**config.mk**
```make
export PLATFORM = sky130hd
export DESIGN_NAME = alu_exec_unit
export DESIGN_NICKNAME = d
export VERILOG_FILES = /design/src/rtl/alu_pkg.sv /design/src/rtl/alu_exec_unit_seq_multiplier.sv /design/src/rtl/alu_exec_unit.sv
export SDC_FILE = /design/constraint.sdc
export NUM_CORES = 1
export LEC_CHECK = 0
export CORE_UTILIZATION = 50
export DETAILED_ROUTE_END_ITERATION = 10
export PLACE_DENSITY = 0.7
export SKIP_LAST_GASP = 1
export SLEW_MARGIN = 20
export SYNTH_ARGS = -nofsm -noshare
export SYNTH_HDL_FRONTEND = slang
export SYNTH_SLANG_ARGS = --single-unit
```
**constraint.sdc**
```tcl
create_clock -name clk -period 10.2 [get_ports clk]
set_clock_uncertainty 0.1 [all_clocks]
set_input_delay 1.53 -clock clk [delete_from_list [all_inputs] [get_ports clk]]
set_output_delay 1.53 -clock clk [all_outputs]
set_load 0.02 [all_outputs]
```
**src/rtl/alu_pkg.sv**
```systemverilog
// Shared ALU control codes and execute-unit state encoding.
package alu_pkg;

    localparam logic [3:0] ALU_AND = 4'b0000;
    localparam logic [3:0] ALU_OR  = 4'b0001;
    localparam logic [3:0] ALU_ADD = 4'b0010;
    localparam logic [3:0] ALU_SUB = 4'b0110;
    localparam logic [3:0] ALU_BLT = 4'b0111;
    localparam logic [3:0] ALU_MUL = 4'b1000;

    typedef enum logic {
        IDLE = 1'b0,
        MUL  = 1'b1
    } state_e;

endpackage

```
**src/rtl/alu_exec_unit_seq_multiplier.sv**
```systemverilog
// Radix-2 shift-add multiplier: one partial product per step, WIDTH steps per product.
module seq_multiplier
    import alu_pkg::*;
#(
    parameter int WIDTH = 32,
    parameter int CNT_W = $clog2(WIDTH)
) (
    input  logic             clk,
    input  logic             reset,
    input  logic             start,
    input  logic             step,
    input  logic [WIDTH-1:0] a,
    input  logic [WIDTH-1:0] b,
    output logic             done,
    output logic [WIDTH-1:0] product
);

    logic [WIDTH-1:0] mcand_q, mcand_d;
    logic [WIDTH-1:0] mplier_q, mplier_d;
    logic [WIDTH-1:0] acc_q, acc_d;
    logic [WIDTH-1:0] acc_s;
    logic [CNT_W-1:0] cnt_q, cnt_d;

    // Next-state of the datapath; product is the accumulator including this step's partial product.
    always_comb begin
        acc_s    = acc_q + (mplier_q[0] ? mcand_q : {WIDTH{1'b0}});
        mcand_d  = mcand_q;
        mplier_d = mplier_q;
        acc_d    = acc_q;
        cnt_d    = cnt_q;
        if (start) begin
            mcand_d  = a;
            mplier_d = b;
            acc_d    = {WIDTH{1'b0}};
            cnt_d    = {CNT_W{1'b0}};
        end else if (step) begin
            acc_d    = acc_s;
            mcand_d  = mcand_q << 1;
            mplier_d = mplier_q >> 1;
            cnt_d    = cnt_q + CNT_W'(1);
        end else begin
            acc_d    = acc_q;
        end
    end

    assign done    = step && (cnt_q == CNT_W'(WIDTH - 1));
    assign product = acc_s;

    // Datapath registers.
    always_ff @(posedge clk) begin
        if (reset) begin
            mcand_q  <= {WIDTH{1'b0}};
            mplier_q <= {WIDTH{1'b0}};
            acc_q    <= {WIDTH{1'b0}};
            cnt_q    <= {CNT_W{1'b0}};
        end else begin
            mcand_q  <= mcand_d;
            mplier_q <= mplier_d;
            acc_q    <= acc_d;
            cnt_q    <= cnt_d;
        end
    end

endmodule

```
**src/rtl/alu_exec_unit.sv**
```systemverilog
// Execute-stage ALU: single-cycle logic/arith ops plus an iterative multiply that stalls upstream.
module alu_exec_unit
    import alu_pkg::*;
#(
    parameter int WIDTH = 32
) (
    input  logic             clk,
    input  logic             reset,
    input  logic             flush,
    input  logic             in_valid,
    output logic             in_ready,
    input  logic [3:0]       ALUCtl,
    input  logic [WIDTH-1:0] A,
    input  logic [WIDTH-1:0] B,
    output logic             out_valid,
    output logic [WIDTH-1:0] result,
    output logic             Zero
);

    localparam int CNT_W = $clog2(WIDTH);

    state_e           state_q, state_d;
    logic [WIDTH-1:0] result_q, result_d;
    logic             zero_q, zero_d;
    logic             out_valid_q, out_valid_d;
    logic [WIDTH-1:0] alu_s;
    logic             mul_start_s;
    logic             mul_step_s;
    logic             mul_done_s;
    logic [WIDTH-1:0] mul_product_s;

    seq_multiplier #(.WIDTH(WIDTH), .CNT_W(CNT_W)) u_mul (
        .clk     (clk),
        .reset   (reset),
        .start   (mul_start_s),
        .step    (mul_step_s),
        .a       (A),
        .b       (B),
        .done    (mul_done_s),
        .product (mul_product_s)
    );

    // Single-cycle ALU; unknown codes (and mul, handled elsewhere) give zero.
    always_comb begin
        alu_s = {WIDTH{1'b0}};
        case (ALUCtl)
            ALU_AND: alu_s = A & B;
            ALU_OR:  alu_s = A | B;
            ALU_ADD: alu_s = A + B;
            ALU_SUB: alu_s = A - B;
            ALU_BLT: alu_s = {{(WIDTH-1){1'b0}}, ($signed(A) < $signed(B))};
            default: alu_s = {WIDTH{1'b0}};
        endcase
    end

    // FSM next-state and output register loads; flush beats both accept and mul completion.
    always_comb begin
        state_d     = state_q;
        result_d    = result_q;
        zero_d      = zero_q;
        out_valid_d = 1'b0;
        mul_start_s = 1'b0;
        mul_step_s  = 1'b0;
        case (state_q)
            IDLE: begin
                if (flush) begin
                    state_d = IDLE;
                end else if (in_valid && (ALUCtl == ALU_MUL)) begin
                    mul_start_s = 1'b1;
                    state_d     = MUL;
                end else if (in_valid) begin
                    result_d    = alu_s;
                    zero_d      = (alu_s == {WIDTH{1'b0}});
                    out_valid_d = 1'b1;
                end else begin
                    state_d = IDLE;
                end
            end
            MUL: begin
                if (flush) begin
                    state_d = IDLE;
                end else begin
                    mul_step_s = 1'b1;
                    if (mul_done_s) begin
                        state_d     = IDLE;
                        result_d    = mul_product_s;
                        zero_d      = (mul_product_s == {WIDTH{1'b0}});
                        out_valid_d = 1'b1;
                    end else begin
                        state_d = MUL;
                    end
                end
            end
            default: state_d = IDLE;
        endcase
    end

    // State and output registers.
    always_ff @(posedge clk) begin
        if (reset) begin
            state_q     <= IDLE;
            result_q    <= {WIDTH{1'b0}};
            zero_q      <= 1'b1;
            out_valid_q <= 1'b0;
        end else begin
            state_q     <= state_d;
            result_q    <= result_d;
            zero_q      <= zero_d;
            out_valid_q <= out_valid_d;
        end
    end

    assign in_ready  = (state_q == IDLE);
    assign out_valid = out_valid_q;
    assign result    = result_q;
    assign Zero      = zero_q;

endmodule

```
Word level (Yosys, flattened, before mapping)

Index checks and enable logic that the tools add are counted.

Equal/unequal tests: 11
Reduce and logical (&&, ||, !) cells: 8
Bitwise operators: 3
$lt $le $gt $ge: 1
Add/sub/neg operators: 4
Multiplexer cells: 32

Operators with widths:

| kind                | number |
|---|---|
| $mux 32             | 10 |
| $pmux 32 s5         | 1 |
| $add 32x32->32      | 2 |
| $logic_not 32->1    | 2 |
| $pmux 32 s2         | 1 |
| $and 32x32->32      | 1 |
| $lt 32x32->1        | 1 |
| $or 32x32->32       | 1 |
| $sub 32x32->32      | 1 |
| $mux 1              | 17 |
| $eq 4x3->1 const B  | 2 |
| $ne 2x2->1 const B  | 4 |
| $pmux 1 s2          | 3 |
| $add 5x1->5 const B | 1 |
| $eq 5x5->1 const B  | 1 |
| $reduce_and 5->1    | 1 |
| $eq 4x1->1 const B  | 1 |
| $eq 4x2->1 const B  | 1 |
| $eq 4x4->1 const B  | 1 |
| $logic_not 4->1     | 1 |
| $logic_and 1x1->1   | 2 |
| $ne 2x1->1 const B  | 1 |
| $reduce_bool 2->1   | 1 |
| $reduce_or 2->1     | 1 |
| $not 1->1           | 1 |

Flip-flop bits (word level): 136
Logic and storage cells: 67
Output and inout bits: 35

Depth between registers and ports, before layout

Depth in word-level cells: 7
Mapped depth: 16

Modules after synthesis

Synthesis repeated with hierarchy kept, for this count alone.

Cells, all modules: 1843
Area total of the unflattened synthesis: 13675.6 um^2

Modules (own cells, without submodules):

| module         | area each (um^2) | cells an instance | sequential area each (um^2) | times used |
|---|---|---|---|---|
| alu_exec_unit  | 7151.9           | 1033              | 700.7                       | 1 |
| seq_multiplier | 6523.8           | 810               | 2021.9                      | 1 |

Worst setup path before layout

OpenSTA, ideal clock, no wires.

Path kind: input port to flip-flop
From: input port A[1]
To: register zero_q (netlist: Zero)
Required time: 10021 ps
Cell stages on the path: 13
Arrival: 4800 ps
Path buffers: 0
Setup time: 79 ps
Path slack: 5221 ps
Cell sequence: inv_1 ha_1 o21ba_2 or4_4 a2111oi_4 nor3_2 mux2i_1 or4_1 a2111o_1 a2111oi_2 nor4b_2 nand4_1 a211oi_2

Longest elaborated chain between the ends: 7

RTL lines:

| element                                | RTL line             | source |
|---|---|---|
| start, declared                        | alu_exec_unit.sv:13  | `input logic [WIDTH-1:0] A,` |
| $sub 32x32->32 (tied with other cells) | alu_exec_unit.sv:50  | `ALU_SUB: alu_s = A - B;` |
| $pmux 32 s5 (*)                        | alu_exec_unit.sv:46  | `case (ALUCtl)` |
| $logic_not 32->1 (*)                   | alu_exec_unit.sv:73  | `zero_d = (alu_s == {WIDTH{1'b0}});` |
| $mux 1 (*)                             | alu_exec_unit.sv:71  | `end else if (in_valid) begin` |
| $mux 1 (*)                             | alu_exec_unit.sv:68  | `end else if (in_valid && (ALUCtl == ALU_MUL)) begin` |
| $mux 1 (*)                             | alu_exec_unit.sv:66  | `if (flush) begin` |
| $pmux 1 s2 (*)                         | alu_exec_unit.sv:64  | `case (state_q)` |
| end signal, assigned                   | alu_exec_unit.sv:108 | `zero_q <= zero_d;` |
| end, declared                          | alu_exec_unit.sv:24  | `logic zero_q, zero_d;` |

Every way passes the cells marked *; elsewhere a longest branch is shown, timed or not. The select of a mux whose other input is x is not followed.
A chain may end at the register's enable or synchronous reset.

Worst setup path in the final report

From: input port A[7]
To: register zero_q (netlist: Zero)

The elaborated chain is that of the path after synthesis.

==> summary.md <==
| Metric | Value |
|---|---|
| Max-Cap Viols | `0` |
| Critical path type | `input port to register` |
| Hold Path Class | `register to register` |
| Post-Syn Instances | `roughly 1800` |
| Filler cells | `about 2500` |
| WP data arrival | `a little under 6 ns` |
| Deepest clock path buffer count | `2` |
| Clk sinks | `approximately 140` |
| Rel. slew slack | `a little over a quarter` |
| Power Dens Cells | `between 100 and 150 mW/mm^2` |
| Post-cts hold buffer count | `0` |
| Gr usage total | `33.4%` |
| CP max-delay cell | `nor4bb_1` |
| Buffers & Inverters on Critical Path | `2` |
| Crit end category | `register` |
| Drc violations | `0` |
| Num rows | `between 50 and 60` |
| First drt pass iteration count | `6` |
| Peak supply drop | `0.112 mV` |
| Port Buffers | `approximately 110` |
| DIE HEIGHT | `~160 um` |
| Yosys reg bits | `136` |
| DRT Wirelength | `~45 mm` |
| Die area | `roughly 0.027 mm^2` |
| CTS tree | `done` |
| Post-DP HPWL | `~34 mm` |
| Critical Path Fanout Max | `11` |
| Ranking of synthesized cells by area | `dfxtp_1 (21%), ha_1 (13%), nand2_1 (7.9%)` |
| EDFF count, synth | `0` |
| Die Wd | `approximately 160 um` |
| Setup crit start kind | `input port` |
| First-pass GRT wire length | `about 70 mm` |
| Clock slew at reported path FFs | `about 0.070 ns` |
| Slew Viols, Final | `0` |
| Delay of the slowest cell on the worst path | `roughly 0.80 ns` |
| Syn avg cell area | `7.07 um^2` |
| Worst-Margin Slew | `1.10 ns` |
| Count of cell types in the netlist | `between 80 and 90` |
| Ys Warns | `0` |
| Resized cells post-CTS | `0` |
| Final setup viols | `0` |
| Largest net degree at the start of global routing | `95` |
| Syn nets | `just over 2000` |
| Area grow syn2layout | `13.3%` |
| CTS buffer count | `17` |
| 1st-iter DRT viols | `approximately 1300` |
| Nets | `just over 2000` |
| Final ANT Viol Nets | `0` |
| Post-layout instance area | `0.0148 mm^2` |
| Outcome | `completed` |
| Fin crit period | `approximately 5.7 ns` |
| Setup repair bufs after CTS | `0` |
| RSZ-0062 raised after global routing | `false` |
| Synth async-reset ratio | `0%` |
| Clk_lat worst skew | `about 0.44 ns` |
| Initial antenna violation count | `0` |
| Area leader, netlist | `dfxtp_1` |
| Crit share post-route | `55.4%` |
| Total congestion overflow | `0` |
| Peak Freq | `between 0.15 and 0.2 GHz` |
| Setup TNS Final | `0 ns` |
| H-tree levels | `4` |
| DR WL/cell | `between 20 and 25 um` |
| Top-area cell type share of the netlist area | `20.9%` |
| Number of top-level pins | `107` |
| Synth Flop Type | `dfxtp_1` |
| Final hold violations | `0` |
| CP cell instances | `clkdlybuf4s50_1, inv_1, ha_1, nor2b_1, o21ai_0, a21boi_0, nor4bb_1, o211ai_2, mux2i_1, a211oi_1, o221ai_1, a2111oi_2, nand4_1, a211oi_2` |
| Register area share after synthesis | `between 20% and 30%` |
| Vias | `13700` |
| Syn Std Cell Area | `around 0.013 mm^2` |
| CORE AREA | `0.0254 mm^2` |
| Effective utilization at floorplan | `around 51%` |
| Number of global-route vias before repair | `between 10000 and 15000` |
| Gpl congestion | `between 0.9 and 1` |
| CP Data Required Time | `10.46 ns` |
| Delay-heaviest family, CP | `compound AO/OA/AOI/OAI gates` |
| Root buf cell | `clkbuf_16` |
| Share of cells above drive strength 1 | `just over 5%` |
| Drt via density | `roughly 6.2` |
| Pleak | `roughly 5.7 nW` |
| Post-DP Area | `0.0142 mm^2` |
| N_diodes | `0` |
[state kept, by name (all words and copies together) (netlist names)]
signal	flops
u_mul.mplier_q	32
u_mul.acc_q	32
u_mul.mcand_q	32
state_q	1
u_mul.cnt_q	5
out_valid	1
Zero	1
result	32
[synth_stat cells, drive strengths merged (4+ instances only)]
| master | number |
|---|---|
| nand2 | 276 |
| nor2 | 223 |
| a21oi | 157 |
| dfxtp | 136 |
| ha | 132 |
| inv | 103 |
| clkbuf | 95 |
| o21ai | 79 |
| a311oi | 70 |
| nor3 | 45 |
| and2 | 39 |
| a211oi | 38 |
| xnor2 | 36 |
| o211ai | 35 |
| nand3 | 33 |
| nand2b | 25 |
| buf | 23 |
| a21o | 20 |
| mux2i | 18 |
| or2 | 16 |
| and3 | 15 |
| nand4 | 15 |
| nor2b | 15 |
| nor4 | 14 |
| o22ai | 12 |
| xor2 | 12 |
| o31ai | 11 |
| or3 | 11 |
| a2111oi | 10 |
| a31oi | 10 |
| o21a | 10 |
| o21bai | 9 |
| a221oi | 8 |
| a22oi | 7 |
| a211o | 6 |
| o311ai | 6 |
| o221ai | 5 |
| o311a | 5 |
| nor4b | 4 |
| o2111ai | 4 |
| o211a | 4 |
| o31a | 4 |
[cells in the final DEF, fill, tap and decap left out, drive strengths merged, types with 8 or more instances in the layout]
master         netlist  layout
a311oi              70      70
and2                39      39
o21a                10      10
a21oi              157     157
or2                 16      16
a21o                20      20
nand2              276     276
o22ai               12      12
nor2               223     223
mux2i               18      18
o31ai               11      11
nand3               33      33
xor2                12      12
a221oi               8       8
o21ai               79      79
ha                 132     132
nor4                14      14
dfxtp              136     136
or3                 11      11
nor3                45      45
nand2b              25      25
a2111oi             10      10
buf                 23      15
inv                103     110
clkdlybuf4s50        0     105
o21bai               9       9
a211oi              38      38
nor2b               15      15
a31oi               10      10
clkbuf              95      17
o211ai              35      35
nand4               15      15
and3                15      15
xnor2               36      36
[metal layers]
| metal | up-vias | share of wire (%) | global-route usage (%) |
|---|---|---|---|
| met5 | - | 0 | 0 |
| met3 | 61 | 7.4 | 5.13 |
| met1 | 6455 | 47 | 47.4 |
| met4 | 0 | 1.7 | 8.08 |
| li1 | 6612 | - | - |
| met2 | 530 | 44 | 52.5 |
[report_power, final]
group | internal (W) | total, W | switching, W
sequential | 0.000540 | 0.000546 | 0.00000657
combinational | 0.000153 | 0.000407 | 0.000255
clock | 0.000352 | 0.000664 | 0.000312
[cell families after synthesis]
logic type                 share of synthesized area [%]
and+or+nand+nor                                     26.0
AOI/OAI and AO/OA                                   28.6
buffers and inverters                               6.66
muxes                                               1.47
xor gates and xnor gates                            3.22
DFF                                                 20.9
adders and majority gates                           13.1
[worst paths after layout]
path,startpoint,end,slack (ns),cells after the start
setup / recovery,A[7],Zero$_SDFFE_PP1P_,4.55,14
setup reg to reg,u_mul.mplier_q[0]$_SDFFE_PP0P_,Zero$_SDFFE_PP1P_,4.63,15
hold reg to reg,result[15]$_SDFFE_PP0P_,result[15]$_SDFFE_PP0P_,0.35,2
hold / removal,result[15]$_SDFFE_PP0P_,result[15]$_SDFFE_PP0P_,0.35,2
[cell type report]
class | instances | area (um^2) | share of cell area (%)
clock inverters | 15 | 183 | 1.24
inverters | 105 | 394 | 2.67
well taps | 330 | 413 | 2.80
clock buffers | 17 | 425 | 2.88
repair buffers | 120 | 1160 | 7.88
flip-flops and latches | 136 | 2720 | 18.4
multi-input cells | 1484 | 9470 | 64.1
[stage by stage]
step                      util, %  std cells  worst slack (ns)  power [W]  hold slack [ns]
after floorplan                 -       1843              5.22   0.000821            0.341
after global placement       55.8       2175              4.23   0.000954            0.338
after detailed placement     55.8       2175              4.12   0.000955            0.344
after CTS                    58.2       2207              4.56    0.00161            0.351
after global routing         58.2       2207              4.30    0.00168            0.360
final                        58.2       2207              4.55    0.00162            0.350
[worst register-to-register path: stages (launching register included)]
cell and delay, ns:
dfxtp_1 0.96, and2_1 0.24, ha_1 0.20, inv_1 0.07
fa_1 0.43, nand2b_1 0.18, a21oi_1 0.29, o21ai_2 0.20
nor4b_2 0.57, or2_1 0.35, o2111ai_1 0.19, nor4b_1 0.63
nand4_1 0.17, nor4b_1 0.53, nor3_1 0.12, a211oi_2 0.25
(Power assumes the default switching activity.)
